==> src/rtl/uart_tx_mmio_pkg.sv <==
// Shared definitions for the memory-mapped UART console transmitter:
// address map, store-type and TX-state enums, and the status-word layout.
package uart_tx_mmio_pkg;

  // Console devices share the store bus. The UART window sits beside stdout.
  localparam logic [63:0] STDOUT_BASE_ADDR = 64'h0000_0000_1000_0000;
  localparam logic [63:0] UART_BASE_ADDR   = 64'h0000_0000_1000_0010;
  localparam logic [63:0] UART_WIN_BYTES   = 64'd8;

  typedef enum logic [1:0] {
    NO_STORE,
    STORE_BYTE,
    STORE_WORD,
    STORE_DWORD
  } mem_store_type_t;

  typedef enum logic [1:0] {
    IDLE,
    START,
    DATA,
    STOP
  } uart_state_t;

  // Status dword seen by software: bit4 overflow, bit3 empty, bit2 full, bit1 busy.
  function automatic logic [63:0] pack_status(input logic ovf, input logic empty,
                                              input logic full, input logic busy);
    return {59'b0, ovf, empty, full, busy, 1'b0};
  endfunction

endpackage

==> src/rtl/uart_tx_mmio_sync_fifo.sv <==
// Synchronous FIFO with first-word-fall-through output.
// A push while full is accepted only when a pop happens in the same cycle.
module sync_fifo #(
  parameter int WIDTH = 8,
  parameter int DEPTH = 8
) (
  input  logic                       clock,
  input  logic                       reset,
  input  logic                       push,
  input  logic                       pop,
  input  logic [WIDTH-1:0]           din,
  output logic [WIDTH-1:0]           dout,
  output logic                       full,
  output logic                       empty,
  output logic [$clog2(DEPTH):0]     count
);
  localparam int PW = $clog2(DEPTH);

  logic [WIDTH-1:0] r_mem [DEPTH];
  logic [PW-1:0]    r_wptr;
  logic [PW-1:0]    r_rptr;
  logic [PW:0]      r_count;
  logic             w_push_ok;
  logic             w_pop_ok;

  assign full      = (r_count == (PW+1)'(DEPTH));
  assign empty     = (r_count == '0);
  assign count     = r_count;
  assign dout      = r_mem[r_rptr];
  assign w_pop_ok  = pop & ~empty;
  assign w_push_ok = push & (~full | w_pop_ok);

  // Storage array; no reset needed, validity is tracked by the count.
  always_ff @(posedge clock) begin
    if (w_push_ok) r_mem[r_wptr] <= din;
  end

  // Pointers wrap naturally; count follows net push/pop.
  always_ff @(posedge clock or posedge reset) begin
    if (reset) begin
      r_wptr  <= '0;
      r_rptr  <= '0;
      r_count <= '0;
    end else begin
      if (w_push_ok) r_wptr <= r_wptr + 1'b1;
      if (w_pop_ok)  r_rptr <= r_rptr + 1'b1;
      case ({w_push_ok, w_pop_ok})
        2'b10:   r_count <= r_count + 1'b1;
        2'b01:   r_count <= r_count - 1'b1;
        default: r_count <= r_count;
      endcase
    end
  end

endmodule

==> src/rtl/uart_tx_mmio.sv <==
// Memory-mapped console transmitter: bytes stored to the UART window are
// queued and sent as 8N1 frames on tx. A load or store in the window returns
// the status dword. Define UART_SIM_PRINT_EN to echo each sent byte to the
// simulator log.
module uart_tx_mmio
  import uart_tx_mmio_pkg::*;
#(
  parameter int CLKS_PER_BIT = 16,
  parameter int FIFO_DEPTH   = 8
) (
  input  logic            clock,
  input  logic            reset,
  input  logic            enable,
  input  logic [63:0]     addr,
  input  mem_store_type_t mem_store_type,
  input  logic [63:0]     w_data,
  output logic [63:0]     r_data,
  output logic            uart_taken,
  output logic            tx
);
  localparam int CW = $clog2(CLKS_PER_BIT);
  localparam int PW = $clog2(FIFO_DEPTH);
  localparam logic [CW-1:0] C_LAST = CW'(CLKS_PER_BIT - 1);

  uart_state_t r_state, w_state_nxt;
  logic [CW-1:0] r_cnt, w_cnt_nxt;
  logic [2:0]    r_idx, w_idx_nxt;
  logic [7:0]    r_shift;
  logic          r_ovf;
  logic          r_taken;

  logic          w_hit, w_store, w_clr, w_push, w_pop;
  logic          w_full, w_empty, w_busy, w_bit_end, w_tx;
  logic [7:0]    w_head;
  logic [PW:0]   w_count;

  assign w_hit   = enable & (addr >= UART_BASE_ADDR) & (addr < UART_BASE_ADDR + UART_WIN_BYTES);
  assign w_store = w_hit & (mem_store_type != NO_STORE);
  assign w_clr   = w_store & w_data[8];
  assign w_push  = w_store & ~w_data[8];
  assign w_busy  = (r_state != IDLE) | ~w_empty;

  assign r_data     = w_hit ? pack_status(r_ovf, w_empty, w_full, w_busy) : '0;
  assign uart_taken = r_taken;
  assign tx         = w_tx;

  sync_fifo #(.WIDTH(8), .DEPTH(FIFO_DEPTH)) u_fifo (
    .clock (clock),
    .reset (reset),
    .push  (w_push),
    .pop   (w_pop),
    .din   (w_data[7:0]),
    .dout  (w_head),
    .full  (w_full),
    .empty (w_empty),
    .count (w_count)
  );

  assign w_bit_end = (r_cnt == C_LAST);

  // Next-state, counters and line level; tx is decoded from state so reset forces it high at once.
  always_comb begin
    w_state_nxt = r_state;
    w_cnt_nxt   = w_bit_end ? '0 : r_cnt + 1'b1;
    w_idx_nxt   = r_idx;
    w_pop       = 1'b0;
    w_tx        = 1'b1;
    case (r_state)
      IDLE: begin
        w_cnt_nxt = '0;
        w_idx_nxt = '0;
        if (!w_empty) begin
          w_pop       = 1'b1;
          w_state_nxt = START;
        end
      end
      START: begin
        w_tx = 1'b0;
        if (w_bit_end) w_state_nxt = DATA;
      end
      DATA: begin
        w_tx = r_shift[r_idx];
        if (w_bit_end) begin
          w_idx_nxt = r_idx + 1'b1;
          if (r_idx == 3'd7) w_state_nxt = STOP;
        end
      end
      STOP: begin
        if (w_bit_end) w_state_nxt = IDLE;
      end
      default: w_state_nxt = IDLE;
    endcase
  end

  // FSM state, bit timing and the shift register loaded from the FIFO head on pop.
  always_ff @(posedge clock or posedge reset) begin
    if (reset) begin
      r_state <= IDLE;
      r_cnt   <= '0;
      r_idx   <= '0;
      r_shift <= '0;
    end else begin
      r_state <= w_state_nxt;
      r_cnt   <= w_cnt_nxt;
      r_idx   <= w_idx_nxt;
      if (w_pop) r_shift <= w_head;
    end
  end

  // Sticky overflow: a clear store wins; a push into a full FIFO with no pop sets it.
  always_ff @(posedge clock or posedge reset) begin
    if (reset)                             r_ovf <= 1'b0;
    else if (w_clr)                        r_ovf <= 1'b0;
    else if (w_push & w_full & ~w_pop)     r_ovf <= 1'b1;
  end

  // Access acknowledge, one cycle after any in-window access.
  always_ff @(posedge clock or posedge reset) begin
    if (reset) r_taken <= 1'b0;
    else       r_taken <= w_hit;
  end

`ifdef UART_SIM_PRINT_EN
  // Echo each byte as it leaves the FIFO.
  always_ff @(posedge clock) begin
    if (!reset && w_pop) $write("%c", w_head);
  end
`endif

  wire w_unused = &{1'b0, w_data[63:9], w_count};

endmodule

==> config.mk <==
export PLATFORM = sky130hd
export DESIGN_NAME = uart_tx_mmio
export DESIGN_NICKNAME = d
export VERILOG_FILES = /design/src/rtl/uart_tx_mmio_pkg.sv /design/src/rtl/uart_tx_mmio_sync_fifo.sv /design/src/rtl/uart_tx_mmio.sv
export SDC_FILE = /design/constraint.sdc
export NUM_CORES = 1
export LEC_CHECK = 0
export CORE_MARGIN = 2
export CORE_UTILIZATION = 28
export DETAILED_ROUTE_END_ITERATION = 10
export GPL_TIMING_DRIVEN = 0
export MAX_ROUTING_LAYER = met4
export SLEW_MARGIN = 10
export SYNTH_ARGS = -nofsm -noshare
export SYNTH_HDL_FRONTEND = slang
export SYNTH_SLANG_ARGS = --single-unit
==> constraint.sdc <==
create_clock -name clock -period 5.72 [get_ports clock]
set_input_delay 1.716 -clock clock [delete_from_list [all_inputs] [get_ports clock]]
set_output_delay 1.716 -clock clock [all_outputs]
set_load 0.02 [all_outputs]
==> results of run 1 <==
[worst min-delay path, delay by kind of cell, from the launching register on]
kind | cells | cell delay, ps
flip-flops | 1 | 340
AO/OA/AOI/OAI | 1 | 60
AND/OR/NAND/NOR | 1 | 50
[power by group]
group	leakage, nW	switching (mW)	total (mW)	internal (mW)
logic	1.47	0.0593	0.133	0.0735
registers	0.936	0	0.720	0.720
clock network	0.146	0.267	0.586	0.319
total	2.55	0.326	1.44	1.11
[timing repair]
action,CTS,global route
pin swaps,1,2
resized for setup,2,4
gates cloned,0,0
endpoints found under the setup margin,4,3
setup buffers,1,0
[through the flow]
stage | TNS, ps | utilization (%) | hold slack [ps] | power (mW) | cell area (um2)
final | 0 | 39.33 | 483.6 | 1.439 | 6294
after global routing | 0 | 39.33 | 507.8 | 1.484 | 6294
after CTS | 0 | 39.22 | 486.0 | 1.451 | 6276
after detailed placement | -686.0 | 37.26 | 471.1 | 0.8650 | 5962
after global placement | -719.4 | 36.97 | 459.1 | 0.8633 | 5916
after floorplan | 0 | - | 444.6 | 0.8064 | 4845
[metal layers]
layer	vias to the layer above	GRT usage, %
li1	1436	-
met1	1392	12.32
met2	116	18.34
met3	11	3.563
met4	0	3.465
met5	-	-
[registers in the layout, summed over array words and instances (netlist names)]
name / cells
u_fifo.r_rptr: 3
u_fifo.r_mem: 64
u_fifo.r_wptr: 3
r_shift: 8
r_idx: 3
u_fifo.count: 4
r_ovf: 1
r_cnt: 4
uart_taken: 1
r_state: 2
[area by class of cell]
type	instances	area share (%)
clock inverters	6	1.014
multi-input cells	222	27.12
repair buffers	84	13.22
plain buffers	70	7.833
inverters	11	0.6561
clock buffers	10	3.797
flip-flops and latches	93	42.07
well taps	216	4.294
[cell families (layout without fill, tap and decap cells)]
logic type      count (synthesis)  after routing  share of synthesized area [%]
flops                          93             93                          57.27
buf+inv                        81            181                          11.56
simple gates                   78             78                          8.986
mux                            36             36                          12.77
compound gates                 28             28                          4.412
fa+ha+maj                      12             12                          3.410
xor+xnor                        8              8                          1.516
other cells                     1             60                        0.08111
[path summary, 6_finish.rpt]
check | from | cells past startpoint | end | slack [ps]
max | addr[4] | 7 | r_data[2] | 140
min | r_shift[2]$_DFFE_PP0P_ | 2 | r_shift[2]$_DFFE_PP0P_ | 480
max reg2reg | r_state[1]$_DFFE_PP0P_ | 6 | u_fifo.r_mem[7][3]$_DFFE_PP_ | 2850
min reg2reg | r_shift[2]$_DFFE_PP0P_ | 2 | r_shift[2]$_DFFE_PP0P_ | 480
max in group asynchronous | reset | 2 | r_shift[6]$_DFFE_PP0P_ | 3440
min in group asynchronous | reset | 2 | u_fifo.r_wptr[2]$_DFFE_PP0P_ | 1800
[cell usage in the layout (no fill, tap or decap), drive strengths merged, types with 3 or more instances in the layout]
master         Yosys  final
mux4              18     18
nor4              13     13
or3                3      3
clkdlybuf4s50      0     77
nand2             19     19
dfrtp             29     29
nand2b             3      3
xnor2              6      6
inv               11     14
edfxtp            64     64
o21ai             11     11
ha                11     11
nor3              10     10
nand3              4      4
conb               1     60
mux2               4      4
buf               65     69
nor4b              3      3
nor2              15     15
clkbuf             5     15
a21oi              6      6
mux2i             14     14
==> metrics.txt, run 1 <==
# TYPE chip_impl_metric gauge
chip_impl_metric{name="ctsLongestPathBuffers",unit=""} 2
chip_impl_info{name="synth_top_cells_by_area",value="edfxtp_1, dfrtp_1, buf_4, mux4_2, mux2i_1"} 1
chip_impl_metric{name="syn-cell-area",unit="um2"} 4623
chip_impl_info{name="critPathSlowestCell",value="clkdlybuf4s50_1"} 1
chip_impl_metric{name="netlist.area_leader.share",unit="%"} 41.57
chip_impl_info{name="cts_tree",value="built"} 1
chip_impl_info{name="worst_path_most_repeated_cell",value="clkdlybuf4s50_1"} 1
chip_impl_metric{name="dr.first_iter.drc_count",unit=""} 125
chip_impl_info{name="ys_top_cells_by_count",value="edfxtp_1, buf_4, dfrtp_1, nand2_1, mux4_2"} 1
chip_impl_metric{name="clock-sinks",unit=""} 93
chip_impl_metric{name="wirelength",unit="um"} 9219
chip_impl_metric{name="pre_cts_slack",unit="ps"} -198.6
chip_impl_metric{name="fp.dieArea",unit="um2"} 17550
chip_impl_metric{name="fin_ws",unit="ps"} 144.1
chip_impl_metric{name="period_share",unit="%"} 97.48
chip_impl_metric{name="post_route_cells_drive_above_1_share",unit="%"} 24.19
chip_impl_metric{name="cts_made_buffers",unit=""} 9
chip_impl_metric{name="dr_total_vias",unit=""} 2955
chip_impl_metric{name="port_buffers",unit=""} 80
chip_impl_metric{name="wl_met2",unit="um"} 4592
chip_impl_metric{name="report.final.hold_viol_count",unit=""} 0
chip_impl_metric{name="timing.critical_path.buf_inv",unit=""} 2
chip_impl_metric{name="htreeDepth",unit=""} 3
chip_impl_metric{name="cp.required",unit="ps"} 4000
chip_impl_metric{name="finClkSkew",unit="ps"} 5.301
chip_impl_metric{name="slew_violations",unit=""} 0
chip_impl_metric{name="avgSynthCellArea",unit="um2"} 13.72
chip_impl_metric{name="post-route-min-period",unit="ps"} 5576
chip_impl_info{name="yosysTopAreaCell",value="edfxtp_1"} 1
chip_impl_info{name="timing.setup.critical_path_class",value="input port to output pin"} 1
chip_impl_metric{name="stdcell_count",unit=""} 712
chip_impl_metric{name="globalRoute.totalOverflow",unit=""} 0
chip_impl_metric{name="wire_per_inst",unit="um"} 12.95
chip_impl_metric{name="actual_slew_at_the_worst_max_slew_pin",unit="ps"} 1024
chip_impl_metric{name="grt_util_all_layers",unit="%"} 10.90
chip_impl_metric{name="post-route-drc-count",unit=""} 0
chip_impl_metric{name="synth_enable_flop_cells",unit=""} 64
chip_impl_metric{name="critPathArrivalTime",unit="ps"} 3860
chip_impl_metric{name="initial_core_utilization",unit="%"} 28.89
chip_impl_metric{name="fill_cells",unit=""} 1483
chip_impl_metric{name="first_pass_iters",unit=""} 4
chip_impl_metric{name="max_cap_violations",unit=""} 0
chip_impl_metric{name="clk_latency",unit="ps"} 340
chip_impl_metric{name="p_per_area",unit="nW/um2"} 228.7
chip_impl_info{name="cts_root_buf",value="clkbuf_16"} 1
chip_impl_metric{name="num_rows",unit=""} 46
chip_impl_metric{name="hpwl_dp",unit="um"} 6957
chip_impl_metric{name="synthesis.instances",unit=""} 337
chip_impl_info{name="run_status",value="completed"} 1
chip_impl_metric{name="layout.area.seq",unit="um2"} 2648
chip_impl_metric{name="number_of_global_route_vias_before_repair",unit=""} 2858
chip_impl_metric{name="place_inst",unit=""} 695
chip_impl_metric{name="synth_seq_area_share",unit="%"} 57.27
chip_impl_metric{name="timing.max_slew.rel_slack",unit="%"} 31.31
chip_impl_metric{name="leakagePower",unit="nW"} 2.554
chip_impl_metric{name="routed_via_density",unit=""} 4.150
chip_impl_metric{name="wirelength_met1",unit="um"} 3771
chip_impl_metric{name="grt_max_degree",unit=""} 30
chip_impl_metric{name="core_region_area",unit="um2"} 16000
chip_impl_metric{name="boundaryPins",unit=""} 199
chip_impl_metric{name="path_max_fanout",unit=""} 6
chip_impl_metric{name="setup-violations-final",unit=""} 0
chip_impl_metric{name="yosys_cell_types",unit=""} 45
chip_impl_metric{name="die-width",unit="um"} 132.5
chip_impl_info{name="worstHoldPathType",value="flop to flop"} 1
chip_impl_metric{name="grt_antenna_before_repair",unit=""} 0
chip_impl_metric{name="cts_hold_repair.buffers",unit=""} 0
chip_impl_info{name="maxUsedRoutingLayer",value="met4"} 1
chip_impl_info{name="synth.most_common_cell",value="edfxtp_1"} 1
chip_impl_info{name="timing.critical_path.cells",value="clkdlybuf4s50_1, nor4b_2, nand3_1, a211oi_4, nand3_2, nor2_1, clkdlybuf4s50_1"} 1
chip_impl_metric{name="die_y",unit="um"} 132.5
chip_impl_metric{name="nNetsFinal",unit=""} 636
chip_impl_metric{name="area_growth_syn_to_layout",unit="%"} 36.13
chip_impl_metric{name="path_clk_slew",unit="ps"} 60
chip_impl_metric{name="met3_wirelength",unit="um"} 728
chip_impl_metric{name="antenna_cells",unit=""} 0
chip_impl_metric{name="timing.fmax",unit="MHz"} 179.3
chip_impl_info{name="synthFlopType",value="edfxtp_1"} 1
chip_impl_metric{name="area_taken_by_multi_input_logic_gates",unit="um2"} 1707
chip_impl_info{name="critPathCaptureType",value="output pin"} 1
chip_impl_info{name="cp-start-kind",value="input port"} 1
chip_impl_info{name="unrepaired_setup_endpoints_after_global_routing",value="false"} 1
chip_impl_metric{name="vdd_ir_drop_max",unit="V"} 0.0002435
chip_impl_metric{name="asyncSetResetFlopFracSynth",unit="%"} 31.18
chip_impl_metric{name="synth-seq-cells",unit=""} 93
chip_impl_metric{name="synth-warning-count",unit=""} 0
chip_impl_metric{name="drt.antenna.violating_nets",unit=""} 0
chip_impl_metric{name="slowest_delay",unit="ps"} 620
chip_impl_metric{name="first_pass_grt_wire_length",unit="um"} 14570
chip_impl_info{name="path_delay_family",value="buffers and inverters"} 1
chip_impl_metric{name="gpl.final_weighted_congestion",unit=""} 0.8169
(Power assumes the default switching activity.)
==> run 2, diff against run 1 <==
--- a/config.mk
+++ b/config.mk
@@ -8,8 +8,8 @@
 export CORE_MARGIN = 2
 export CORE_UTILIZATION = 28
 export DETAILED_ROUTE_END_ITERATION = 10
-export GPL_TIMING_DRIVEN = 0
 export MAX_ROUTING_LAYER = met4
+export SKIP_CTS_REPAIR_TIMING = 1
 export SLEW_MARGIN = 10
 export SYNTH_ARGS = -nofsm -noshare
 export SYNTH_HDL_FRONTEND = slang
==> run 2 against run 1 <==
Net effect:
- cell count down 9.1%
- largest power group unchanged
- wire length fell by 4.2%
- final area is 7.8% lower
- critical path type unchanged
- sequential share of layout area increased by 3.6 points
- largest cell class unchanged
- combinational power shrank 25%
- setup slack improved by 210 ps
==> metrics.txt, run 2 (same netlist as run 1, synthesis figures left out) <==
# TYPE chip_impl_metric gauge
chip_impl_info{name="run_status",value="completed"} 1
chip_impl_metric{name="wirelength",unit="um"} 8832
chip_impl_info{name="cts_root_buf",value="clkbuf_16"} 1
chip_impl_metric{name="core_region_area",unit="um2"} 16000
chip_impl_metric{name="grt_antenna_before_repair",unit=""} 0
chip_impl_metric{name="hold-path-cell-count",unit=""} 2
chip_impl_metric{name="drt.antenna.violating_nets",unit=""} 0
chip_impl_metric{name="number_of_global_route_vias_before_repair",unit=""} 2882
chip_impl_metric{name="max_cap_violations",unit=""} 0
chip_impl_metric{name="htreeDepth",unit=""} 3
chip_impl_metric{name="largest_register_ffs",unit=""} 64
chip_impl_metric{name="hpwl_dp",unit="um"} 6425
chip_impl_metric{name="cts_made_buffers",unit=""} 9
chip_impl_metric{name="ctsLongestPathBuffers",unit=""} 2
chip_impl_metric{name="dr_total_vias",unit=""} 2757
chip_impl_info{name="r2r_end",value="u_fifo.count[3]$_DFFE_PP0P_"} 1
chip_impl_metric{name="die-width",unit="um"} 132.5
chip_impl_metric{name="vdd_ir_drop_max",unit="V"} 0.0002129
chip_impl_metric{name="total_power",unit="mW"} 1.380
chip_impl_metric{name="p_per_area",unit="nW/um2"} 237.8
chip_impl_metric{name="boundaryPins",unit=""} 199
chip_impl_info{name="critPathCaptureType",value="output pin"} 1
chip_impl_metric{name="num_rows",unit=""} 46
chip_impl_metric{name="fp.dieArea",unit="um2"} 17550
chip_impl_metric{name="die_y",unit="um"} 132.5
chip_impl_metric{name="post-route-util",unit="%"} 36.26
chip_impl_metric{name="timing.fmax",unit="MHz"} 186.4
chip_impl_info{name="cp-start-kind",value="input port"} 1
chip_impl_info{name="unrepaired_setup_endpoints_after_global_routing",value="false"} 1
chip_impl_info{name="timing.rr.start",value="r_state[1]$_DFFE_PP0P_"} 1
chip_impl_metric{name="final_design_area_no_fill",unit="um2"} 5802
chip_impl_metric{name="slew_violations",unit=""} 0
chip_impl_metric{name="finClkSkew",unit="ps"} 8.102
chip_impl_metric{name="actual_slew_at_the_worst_max_slew_pin",unit="ps"} 1035
chip_impl_metric{name="path_max_fanout",unit=""} 5
chip_impl_metric{name="post-route-min-period",unit="ps"} 5363
chip_impl_metric{name="critPathArrivalTime",unit="ps"} 3650
chip_impl_info{name="top_register",value="u_fifo.r_mem"} 1
chip_impl_metric{name="first_pass_grt_wire_length",unit="um"} 14580
chip_impl_metric{name="dr.first_iter.drc_count",unit=""} 155
chip_impl_metric{name="port_buffers",unit=""} 80
chip_impl_metric{name="timing.max_slew.rel_slack",unit="%"} 30.56
chip_impl_metric{name="reg2reg_slack",unit="ps"} 2620
chip_impl_metric{name="wire_per_inst",unit="um"} 13.65
chip_impl_metric{name="first_pass_iters",unit=""} 6
chip_impl_metric{name="clock-sinks",unit=""} 93
chip_impl_metric{name="path_clk_slew",unit="ps"} 60
chip_impl_metric{name="leakagePower",unit="nW"} 2.257
chip_impl_metric{name="clk_latency",unit="ps"} 340
chip_impl_metric{name="antenna_cells",unit=""} 0
chip_impl_metric{name="initial_core_utilization",unit="%"} 28.89
chip_impl_metric{name="routed_via_density",unit=""} 4.261
chip_impl_info{name="worstHoldStart",value="r_shift[3]$_DFFE_PP0P_"} 1
chip_impl_info{name="timing.setup.critical_path_class",value="input port to output pin"} 1
chip_impl_metric{name="grt_max_degree",unit=""} 30
chip_impl_metric{name="cp.required",unit="ps"} 4000
chip_impl_info{name="hold_path_end",value="r_shift[3]$_DFFE_PP0P_"} 1
chip_impl_metric{name="nNetsFinal",unit=""} 571
chip_impl_metric{name="report.final.hold_viol_count",unit=""} 0
chip_impl_metric{name="post-route-drc-count",unit=""} 0
chip_impl_info{name="reg.largest.list",value="u_fifo.r_mem (64), r_shift (8)"} 1
chip_impl_metric{name="reg2regPathDepth",unit=""} 11
chip_impl_metric{name="globalRoute.totalOverflow",unit=""} 0
chip_impl_metric{name="setup-violations-final",unit=""} 0
chip_impl_metric{name="grt_util_all_layers",unit="%"} 11.10
chip_impl_metric{name="area_growth_syn_to_layout",unit="%"} 25.49
chip_impl_metric{name="gpl.final_weighted_congestion",unit=""} 0.8092
chip_impl_metric{name="period_share",unit="%"} 93.77
chip_impl_info{name="mostFrequentLayoutCell",value="clkdlybuf4s50_1"} 1
chip_impl_metric{name="fill_cells",unit=""} 1535
chip_impl_info{name="startpoint",value="addr[38]"} 1
chip_impl_info{name="worstHoldPathType",value="flop to flop"} 1
chip_impl_metric{name="placed_cell_area",unit="um2"} 5510
chip_impl_metric{name="post_route_cells_drive_above_1_share",unit="%"} 13.23
chip_impl_info{name="cts_tree",value="built"} 1
chip_impl_info{name="most-common-layout-cells",value="clkdlybuf4s50_1, edfxtp_1, conb_1, dfrtp_1, nand2_1"} 1
[run 2: cell types whose count changed in the layout (fill, tap and decap cells not counted), moves of 2 or more]
cell / previous run / this run
buf_4: 63 / 9
nor4_2: 2 / 0
dlymetal6s2s_1: 2 / 4
buf_2: 5 / 0
nor4_1: 11 / 13
clkbuf_1: 5 / 0
inv_6: 2 / 4
[run 2: through the flow]
| step | setup WS (ps) | instances | TNS [ps] | hold WS (ps) |
|---|---|---|---|---|
| after global routing | 157.1 | 647 | 0 | 515.4 |
| final | 356.5 | 647 | 0 | 478.3 |
| after global placement | -47.59 | 631 | -85.48 | 463.9 |
| after CTS | -80.73 | 647 | -185.0 | 484.2 |
| after floorplan | 792.2 | 396 | 0 | 444.6 |
| after detailed placement | -76.78 | 631 | -178.9 | 469.5 |
[run 2: layout make-up]
class | count | area [um2] | share of cell area, %
multi-input cells | 222 | 1683 | 29.01
well taps | 216 | 270.3 | 4.658
inverters | 11 | 41.29 | 0.7117
clock inverters | 7 | 55.05 | 0.9489
repair buffers | 89 | 878.3 | 15.14
clock buffers | 9 | 225.2 | 3.882
flip-flops and latches | 93 | 2649 | 45.65
[run 2: worst max path at each step]
stage	to	cells after the start
after global routing	r_data[4]	8
final	r_data[3]	7
after CTS	r_data[4]	8
after detailed placement	r_data[4]	8
after floorplan	r_data[3]	5
after global placement	r_data[4]	8
[run 2: layer usage]
layer	vias to the layer above	GRT usage (%)	wire [um]
met1	1341	12.20	3716
met2	101	19.69	4528
li1	1307	-	-
met3	8	3.180	495
met5	-	-	0
met4	0	2.987	92
[run 2: power by group]
part / switching [mW] / total [mW] / internal, mW
Combinational: 0.0530 / 0.0993 / 0.0463
Clock: 0.259 / 0.560 / 0.302
Sequential: 0 / 0.720 / 0.720
[run 2: critical path, stage by stage]
cell and delay [ps]:
clkdlybuf4s50_1 410, nor4_1 330, nand4_1 230, a211oi_4 290, nand3_1 200, nor3_1 190
dlymetal6s2s_1 280
